===== src/rtl/tdm_acc_pkg.sv =====
// Shared types and helpers for the TDM frame accumulator.
package tdm_acc_pkg;

  typedef enum logic {ST_SYNC, ST_ACC} state_e;

  // Width of a channel index; a single-channel build still carries one bit.
  function automatic int unsigned chn_width(input int unsigned n);
    return (n > 1) ? $clog2(n) : 1;
  endfunction

  // Clamp a signed value that fits in in_w bits into the out_w signed range.
  function automatic logic signed [63:0] sat_trunc(input logic signed [63:0] value,
                                                   input int unsigned       in_w,
                                                   input int unsigned       out_w);
    logic signed [63:0] hi;
    logic signed [63:0] lo;
    hi = (64'sd1 <<< (out_w - 1)) - 64'sd1;
    lo = -(64'sd1 <<< (out_w - 1));
    if (out_w >= in_w) return value;
    if (value > hi) return hi;
    if (value < lo) return lo;
    return value;
  endfunction

endpackage


===== src/rtl/tdm_acc_narrow.sv =====
// Shift-and-narrow stage: arithmetic right shift of the exact frame sum,
// then fit into the output width. Define TDM_ACC_SAT_EN to clamp
// out-of-range results; otherwise the low bits are kept (wrap).
module tdm_acc_narrow
  import tdm_acc_pkg::*;
#(
  parameter int unsigned ACC_W = 16,
  parameter int unsigned OUT_W = 16,
  parameter int unsigned SHIFT = 0
) (
  input  logic signed [ACC_W-1:0] acc_i,
  output logic signed [OUT_W-1:0] dat_o
);

  logic signed [ACC_W-1:0] shifted;

  // Shift, then saturate or wrap into OUT_W.
  always_comb begin
    shifted = acc_i >>> SHIFT;
`ifdef TDM_ACC_SAT_EN
    dat_o = OUT_W'(sat_trunc(64'(shifted), ACC_W - SHIFT, OUT_W));
`else
    dat_o = OUT_W'(shifted);
`endif
  end

endmodule


===== src/rtl/tdm_frame_accumulator.sv =====
// Accumulates NUM_CHANNELS consecutive TDM samples into one output sample,
// with channel-sequence checking, resync and a frame index.
// Optional build macro: TDM_ACC_SAT_EN (saturating output narrowing).
module tdm_frame_accumulator
  import tdm_acc_pkg::*;
#(
  parameter int unsigned NUM_CHANNELS = 4,
  parameter int unsigned DATA_W       = 14,
  parameter int unsigned OUT_W        = 16,
  parameter int unsigned SHIFT        = 0,
  parameter int unsigned FRM_W        = 8
) (
  input  logic                                   i_clk,
  input  logic                                   i_rst_n,
  input  logic                                   i_vld,
  output logic                                   o_rdy,
  input  logic signed [DATA_W-1:0]               i_stm_dat,
  input  logic [chn_width(NUM_CHANNELS)-1:0]     i_stm_chn,
  input  logic                                   i_tlast,
  output logic                                   o_vld,
  input  logic                                   i_rdy,
  output logic signed [OUT_W-1:0]                o_stm_dat,
  output logic                                   o_tlast,
  output logic [FRM_W-1:0]                       o_frm_idx,
  output logic                                   o_err
);

  localparam int unsigned CHN_W = chn_width(NUM_CHANNELS);
  localparam int unsigned ACC_W = DATA_W + CHN_W;
  localparam logic [CHN_W-1:0] LAST_CHN = CHN_W'(NUM_CHANNELS - 1);

  state_e                  state_q;
  logic [CHN_W-1:0]        exp_chn_q;
  logic signed [ACC_W-1:0] acc_q;
  logic                    tlast_acc_q;
  logic [FRM_W-1:0]        frm_cnt_q;
  logic                    o_vld_q;
  logic signed [OUT_W-1:0] o_dat_q;
  logic                    o_tlast_q;
  logic [FRM_W-1:0]        o_frm_idx_q;
  logic                    o_err_q;

  logic                    accept;
  logic                    in_order;
  logic                    seq_err;
  logic signed [ACC_W-1:0] acc_d;
  logic                    tlast_acc_d;
  logic signed [OUT_W-1:0] result;

  assign o_rdy     = !o_vld_q || i_rdy;
  assign o_vld     = o_vld_q;
  assign o_stm_dat = o_dat_q;
  assign o_tlast   = o_tlast_q;
  assign o_frm_idx = o_frm_idx_q;
  assign o_err     = o_err_q;

  // Classify the current beat and form the running sum; channel 0 always
  // restarts the frame, so it also serves as the recovery path after an error.
  always_comb begin
    accept      = i_vld && o_rdy;
    in_order    = (i_stm_chn == '0) || (state_q == ST_ACC && i_stm_chn == exp_chn_q);
    seq_err     = (state_q == ST_ACC) && (i_stm_chn != exp_chn_q);
    acc_d       = ((i_stm_chn == '0) ? '0 : acc_q) + ACC_W'(i_stm_dat);
    tlast_acc_d = ((i_stm_chn == '0) ? 1'b0 : tlast_acc_q) | i_tlast;
  end

  tdm_acc_narrow #(
    .ACC_W (ACC_W),
    .OUT_W (OUT_W),
    .SHIFT (SHIFT)
  ) u_narrow (
    .acc_i (acc_d),
    .dat_o (result)
  );

  // Sequence FSM, accumulator and registered output stage.
  always_ff @(posedge i_clk) begin
    if (!i_rst_n) begin
      state_q     <= ST_SYNC;
      exp_chn_q   <= '0;
      acc_q       <= '0;
      tlast_acc_q <= 1'b0;
      frm_cnt_q   <= '0;
      o_vld_q     <= 1'b0;
      o_dat_q     <= '0;
      o_tlast_q   <= 1'b0;
      o_frm_idx_q <= '0;
      o_err_q     <= 1'b0;
    end else begin
      o_err_q <= 1'b0;
      if (o_vld_q && i_rdy) o_vld_q <= 1'b0;
      if (accept) begin
        if (seq_err) o_err_q <= 1'b1;
        if (in_order) begin
          state_q <= ST_ACC;
          if (i_stm_chn == LAST_CHN) begin
            o_vld_q     <= 1'b1;
            o_dat_q     <= result;
            o_tlast_q   <= tlast_acc_d;
            o_frm_idx_q <= frm_cnt_q;
            frm_cnt_q   <= frm_cnt_q + FRM_W'(1);
            exp_chn_q   <= '0;
            acc_q       <= '0;
            tlast_acc_q <= 1'b0;
          end else begin
            acc_q       <= acc_d;
            tlast_acc_q <= tlast_acc_d;
            exp_chn_q   <= i_stm_chn + CHN_W'(1);
          end
        end else if (seq_err) begin
          state_q     <= ST_SYNC;
          exp_chn_q   <= '0;
          acc_q       <= '0;
          tlast_acc_q <= 1'b0;
        end
      end
    end
  end

endmodule


===== config.mk =====
export PLATFORM = sky130hd
export DESIGN_NAME = tdm_frame_accumulator
export DESIGN_NICKNAME = d
export VERILOG_FILES = /design/src/rtl/tdm_acc_pkg.sv /design/src/rtl/tdm_acc_narrow.sv /design/src/rtl/tdm_frame_accumulator.sv
export SDC_FILE = /design/constraint.sdc
export NUM_CORES = 1
export LEC_CHECK = 0
export ABC_AREA = 1
export BUFFER_PORTS_ARGS = -buffer_cell sky130_fd_sc_hd__buf_2
export CAP_MARGIN = 30
export CORE_MARGIN = 5
export CORE_UTILIZATION = 45
export CTS_BUF_LIST = sky130_fd_sc_hd__clkbuf_8
export DETAILED_ROUTE_END_ITERATION = 10
export PLACE_DENSITY = 0.66
export SETUP_SLACK_MARGIN = 0.15
export SLEW_MARGIN = 0
export SYNTH_ARGS = -nofsm -noshare
export SYNTH_HDL_FRONTEND = slang
export SYNTH_SLANG_ARGS = --single-unit

===== constraint.sdc =====
create_clock -name i_clk -period 6.2 [get_ports i_clk]
set_input_delay 0.31 -clock i_clk [delete_from_list [all_inputs] [get_ports i_clk]]
set_output_delay 0.31 -clock i_clk [all_outputs]
set_load 0.005 [all_outputs]

# Word level (Yosys, flattened, before mapping)
# Cells that the tools add are included.
[word_totals]
register_bits = 55
latch_bits = 0
mem_bits_rw = 0
mem_bits_ro = 0
in_bits = 21
output_inout_bits = 28
wordCells = 46
n_memories = 0
[op_classes]
n_addsub = 3
multipliers = 0
div_mod_pow = 0
magnitude_cmp = 0
n_eq_ne = 3
shift = 0
n_mux = 17
bitwise = 1
n_reduce_logical = 12
[op_table]
columns = ["operator", "count"]
rows = [
  ["two-way mux 16 bit", 4],
  ["adder 16 bit", 1],
  ["two-way mux 1 bit", 10],
  ["adder 8 x 1 -> 8 bit (second input constant)", 1],
  ["two-way mux 2 bit", 3],
  ["logical AND 1 bit", 4],
  ["AND reduction 2 bit", 2],
  ["AND reduction 3 bit", 1],
  ["adder 2 x 1 -> 2 bit (second input constant)", 1],
  ["== test 2 bit", 1],
  ["== test 2 bit (second input constant)", 1],
  ["zero test 2 bit", 1],
  ["logical OR 1 bit", 2],
  ["!= test 2 bit", 1],
  ["nonzero test 2 bit", 1],
  ["zero test 1 bit", 1],
  ["bitwise OR 1 bit", 1],
]

# Longest topological paths before layout
[depth]
depth_word = 5
depth_mapped = 18
depth_no_buf = 16

# Hierarchy
# A second synthesis with hierarchy kept.
[hier_totals]
cells_unflattened = 505
hier_area_um2 = 3369.5
[by_module_without_submodules]
columns = ["module", "n_inst", "cells_per_inst", "area_per_inst_um2", "seq_area_each_um2"]
rows = [
  ["tdm_frame_accumulator", 1, 489, 3249.4, 1101.1],
  ["tdm_acc_narrow", 1, 16, 120.1, 0.0],
]

# Least setup slack after synthesis
# OpenSTA, ideal clock, no wires.
[synth_timing]
path_kind = "in2reg"
start = "input port i_stm_chn[1]"
end = "register acc_q[8]"
setup_ns = 0.070
arrival_time_ns = 2.274
required_time_ns = 6.130
path_slack_ns = 3.856
cell_stages = 15
path_buffers = 2
cell_sequence = "inv_1 -> ha_1 -> buf_4 -> clkbuf_1 -> nor2_1 -> ha_1 -> fa_1 -> nand2_1 -> nand2_1 -> and2_1 -> nand2_1 -> nand2_1 -> xor2_1 -> nand2_1 -> a21oi_1"
[synth_via]
elab_chain_cells = 5
word_cells_on_any_way = 13
cone_classes = "add/sub: 1; eq/ne: 3; mux: 3; reduce/logical: 6"
[synth_rtl]
columns = ["item", "line", "source"]
rows = [
  ["start, declared", "tdm_frame_accumulator.sv:18", "input logic [chn_width(NUM_CHANNELS)-1:0] i_stm_chn,"],
  ["zero test 2 bit or == test 2 bit (tied branches)", "tdm_frame_accumulator.sv:61, tdm_frame_accumulator.sv:63", ""],
  ["two-way mux 16 bit or logical AND 1 bit (tied branches)", "tdm_frame_accumulator.sv:63, tdm_frame_accumulator.sv:61", ""],
  ["adder 16 bit or logical OR 1 bit (tied branches)", "tdm_frame_accumulator.sv:63, tdm_frame_accumulator.sv:61", ""],
  ["two-way mux 16 bit or nonzero test 2 bit (tied branches)", "n/a", ""],
  ["two-way mux 16 bit or AND reduction 2 bit (tied branches)", "n/a", ""],
  ["end signal, assigned", "tdm_frame_accumulator.sv:103", "acc_q <= '0;"],
  ["end signal, assigned", "tdm_frame_accumulator.sv:106", "acc_q <= acc_d;"],
  ["end signal, assigned", "tdm_frame_accumulator.sv:113", "acc_q <= '0;"],
  ["end, declared", "tdm_frame_accumulator.sv:34", "logic signed [ACC_W-1:0] acc_q;"],
]
# Parallel ways exist; a longest one is shown, timed or not.
# A chain may end at the register's enable or synchronous reset.

# Final worst setup path
[layout_timing]
start = "input port i_stm_chn[0]"
end = "register o_dat_q[7], in the netlist o_stm_dat[7]"
[layout_via]
elab_chain_cells = 4
word_cells_on_any_way = 8
cone_classes = "add/sub: 1; eq/ne: 2; mux: 1; reduce/logical: 4"
[layout_rtl]
columns = ["item", "line", "source"]
rows = [
  ["branches (longest 4 deep; another with adder 16 bit)", "n/a", ""],
  ["end signal, assigned", "tdm_frame_accumulator.sv:98", "o_dat_q <= result;"],
  ["end, declared", "tdm_frame_accumulator.sv:38", "logic signed [OUT_W-1:0] o_dat_q;"],
]
# Several ways; the timed one is not identified.

==> metrics <==
status=finished clean; sink count of the clock tree=55; routed vias=2,974; Std-Cell Rows=30; Yosys reg bits=55; most area-consuming cells after synthesis=sky130_fd_sc_hd__dfxtp_1 (34%), sky130_fd_sc_hd__nand2_1 (18%), sky130_fd_sc_hd__inv_1 (8.2%), sky130_fd_sc_hd__ha_1 (7.0%), sky130_fd_sc_hd__a21oi_1 (6.1%); Syn Inst Count=490; Detail Route Antenna Nets=0; Maximum Capacitance Violations=0; antenna violations before repair=0; crit-path most repeated cell=sky130_fd_sc_hd__inv_2; final instance area=3560 um2; worst hold path class=input port to flip-flop; # setup viols final=0; number of hold buffers added after cts=0; n_diodes=0; routability congestion estimate=~0.84; number of non-filler instances in the completed layout=625; number of buffers created by CTS=5; share of the synthesized area in the top cell type=0.342; minimum setup slack after placement=just under 3000 ps; Most used DFF post-synth=sky130_fd_sc_hd__dfxtp_1; list of cells traversed by the critical path=buf_2 -> inv_2 -> ha_1 -> inv_2 -> a21oi_4 -> nand2_2 -> nor2_4 -> inv_1 -> a21oi_1 -> nor2_1; Post-Syn Nets=530; final wirelength=7540 um; I/O Pins=49; data arrival at the endpoint of the critical path=3120 ps; first-pass GRT wire length=12,700 um; post-synthesis instance area=3220 um2; average cell area after synthesis=6.56 um2; fraction of registers with async set/reset=0; clock root cell=sky130_fd_sc_hd__clkbuf_8; number of buffers inserted to repair setup after CTS=0; synth warn=0; post-synth top area cell=sky130_fd_sc_hd__dfxtp_1; overall power of the completed layout=0.638 mW; Peak Freq=0.343 GHz; clock transition at the registers of the reported paths=100 ps; share of cells above drive strength 1=0.130; vias in the first global route=2,741; detailed-routing iteration count for the pre-antenna-repair pass=4; slack of the critical path=between 3000 and 4000 ps; hold path startpoint=i_rdy; number of max-slew violations in the final report=0; number of resized instances in the post-cts repair step=0; Crit path max-delay family=buffers and inverters; gr ovfl total=0; clock insertion delay at the later pin of the skew report=310 ps; final clock period utilization by the worst path=0.471; detailed placement HPWL=5660 um; Overall Global Routing Usage=0.177; total power divided by cell area=179 nW/um2; EDFF count, synth=0; maximum cell stage delay along the critical path=690 ps; kind of critical path=input port to flip-flop; WP data required=6410 ps; worst-case headroom to the max-slew limit=0.360; number of different library cells in the post-synthesis netlist=32; sequential cell area fraction in the yosys report=0.342; floorplan core area=6870 um2; sort of element at the start of the critical path=input port; RSZ-0062 raised after global routing=no; clock tree from TritonCTS=done; overall die width=94.5 um; number of remaining DRC errors=0; Clock Skew=around 7.3 ps; htree depth=2; Nets=568; number of placed instances with taps included=approximately 620; largest buffer count on any clock path=2; 1st-iter DRT viols=121; IO buf count=48; Placed Instance Area=3470 um2; Layout Utilization=0.518; post-detailed-route wirelength per cell=between 10 and 15 um; Crit path buffers/inverters=4; commonest cells in the netlist=sky130_fd_sc_hd__nand2_1 (150), sky130_fd_sc_hd__inv_1 (70), sky130_fd_sc_hd__dfxtp_1 (55); setup TNS after final layout=0 ps; critical path peak fanout=48; Worst Setup End Kind=flip-flop; Vias/cell=4.76; launching element of the worst setup path=i_stm_chn[0]; Min Clock Period, post-route=2920 ps; actual transition at the worst max-transition pin=959 ps; most common cell in the netlist=sky130_fd_sc_hd__nand2_1; floorplan die height=around 95 um; post-synthesis to final-layout area growth=10.7%; starting density of the core=0.468; final worst hold slack=298 ps; Worst path slowest cell=sky130_fd_sc_hd__nor2_4; Die Footprint=slightly below 9000 um2; Filler cells=736; maximum number of pins on one net before global-route repair=49; worst r2r src=exp_chn_q[0]$_SDFFE_PN0P_; maximum vdd drop=0.139 mV; leakage power total=1.82 nW; final hold violation count=0
==> per-layer routing <==
metal / GRT usage / wire, um / up-vias
met1: 0.232 / 3630 / 1320
met2: 0.300 / 3550 / 48
met4: 0.0385 / 72 / 0
met3: 0.0382 / 296 / 8
li1: - / - / 1598
met5: 0 / 0 / -
==> worst reg2reg max path, cell delays in order, from the launching register on <==
cell                      delay (ps)
sky130_fd_sc_hd__dfxtp_1         370
sky130_fd_sc_hd__nand2_1          60
sky130_fd_sc_hd__nand2_1          60
sky130_fd_sc_hd__nand3_1         100
sky130_fd_sc_hd__nand2_1         130
sky130_fd_sc_hd__nand2_2         100
sky130_fd_sc_hd__nor2_4          690
sky130_fd_sc_hd__inv_1           590
sky130_fd_sc_hd__a21oi_1         260
sky130_fd_sc_hd__nor2_1           50
==> flip-flops by register name (all words and copies together), names as in the netlist <==
register,cells
o_tlast,1
state_q,1
o_frm_idx,8
o_stm_dat,16
o_err,1
exp_chn_q,2
frm_cnt_q,8
o_vld,1
tlast_acc_q,1
acc_q,16
==> cells in the final DEF, fill, tap and decap left out, types with 8 or more instances in the layout <==
master and n:
sky130_fd_sc_hd__a21oi_1 39, sky130_fd_sc_hd__buf_2 48, sky130_fd_sc_hd__dfxtp_1 55, sky130_fd_sc_hd__ha_1 18
sky130_fd_sc_hd__inv_1 70, sky130_fd_sc_hd__nand2_1 150, sky130_fd_sc_hd__nand3_1 24, sky130_fd_sc_hd__nor2_1 51
sky130_fd_sc_hd__o21a_1 8, sky130_fd_sc_hd__o21ai_0 14
==> power by group <==
| part | total [mW] | internal [mW] | leakage (nW) | switching [mW] |
|---|---|---|---|---|
| Clock | 0.201 | 0.0799 | 0.0483 | 0.121 |
| Combinational | 0.0764 | 0.0271 | 1.32 | 0.0493 |
| Sequential | 0.361 | 0.358 | 0.444 | 0.00288 |
| Total | 0.638 | 0.465 | 1.82 | 0.173 |
==> worst paths after layout <==
path | endpoint | slack, ps | cells after the start
setup / recovery | o_stm_dat[7]$_SDFFE_PN0P_ | 3280 | 10
hold / removal | o_vld$_SDFF_PN0_ | 300 | 4
hold reg to reg | o_frm_idx[4]$_SDFFE_PN0P_ | 460 | 2
setup reg to reg | o_stm_dat[7]$_SDFFE_PN0P_ | 3700 | 9
==> cell type report <==
cell class              count  area [um2]  share of cell area
clock buffers               5        68.8              0.0193
clock inverters             3        18.8             0.00527
inverters                  74         278              0.0780
multi-input cells         344        1730               0.487
flip-flops and latches     55        1100               0.309
well taps                  96         120              0.0337
repair buffers             48         240              0.0675
==> kinds of logic after synthesis <==
| logic type | Yosys count | share of synthesized area |
|---|---|---|
| buffers and inverters | 91 | 0.118 |
| adder cells (fa/ha/maj) | 19 | 0.0763 |
| flip-flops | 55 | 0.342 |
| XOR/XNOR | 11 | 0.0300 |
| AO/OA/AOI/OAI | 69 | 0.121 |
| AND/OR/NAND/NOR | 245 | 0.312 |
(Power assumes the default switching activity.)
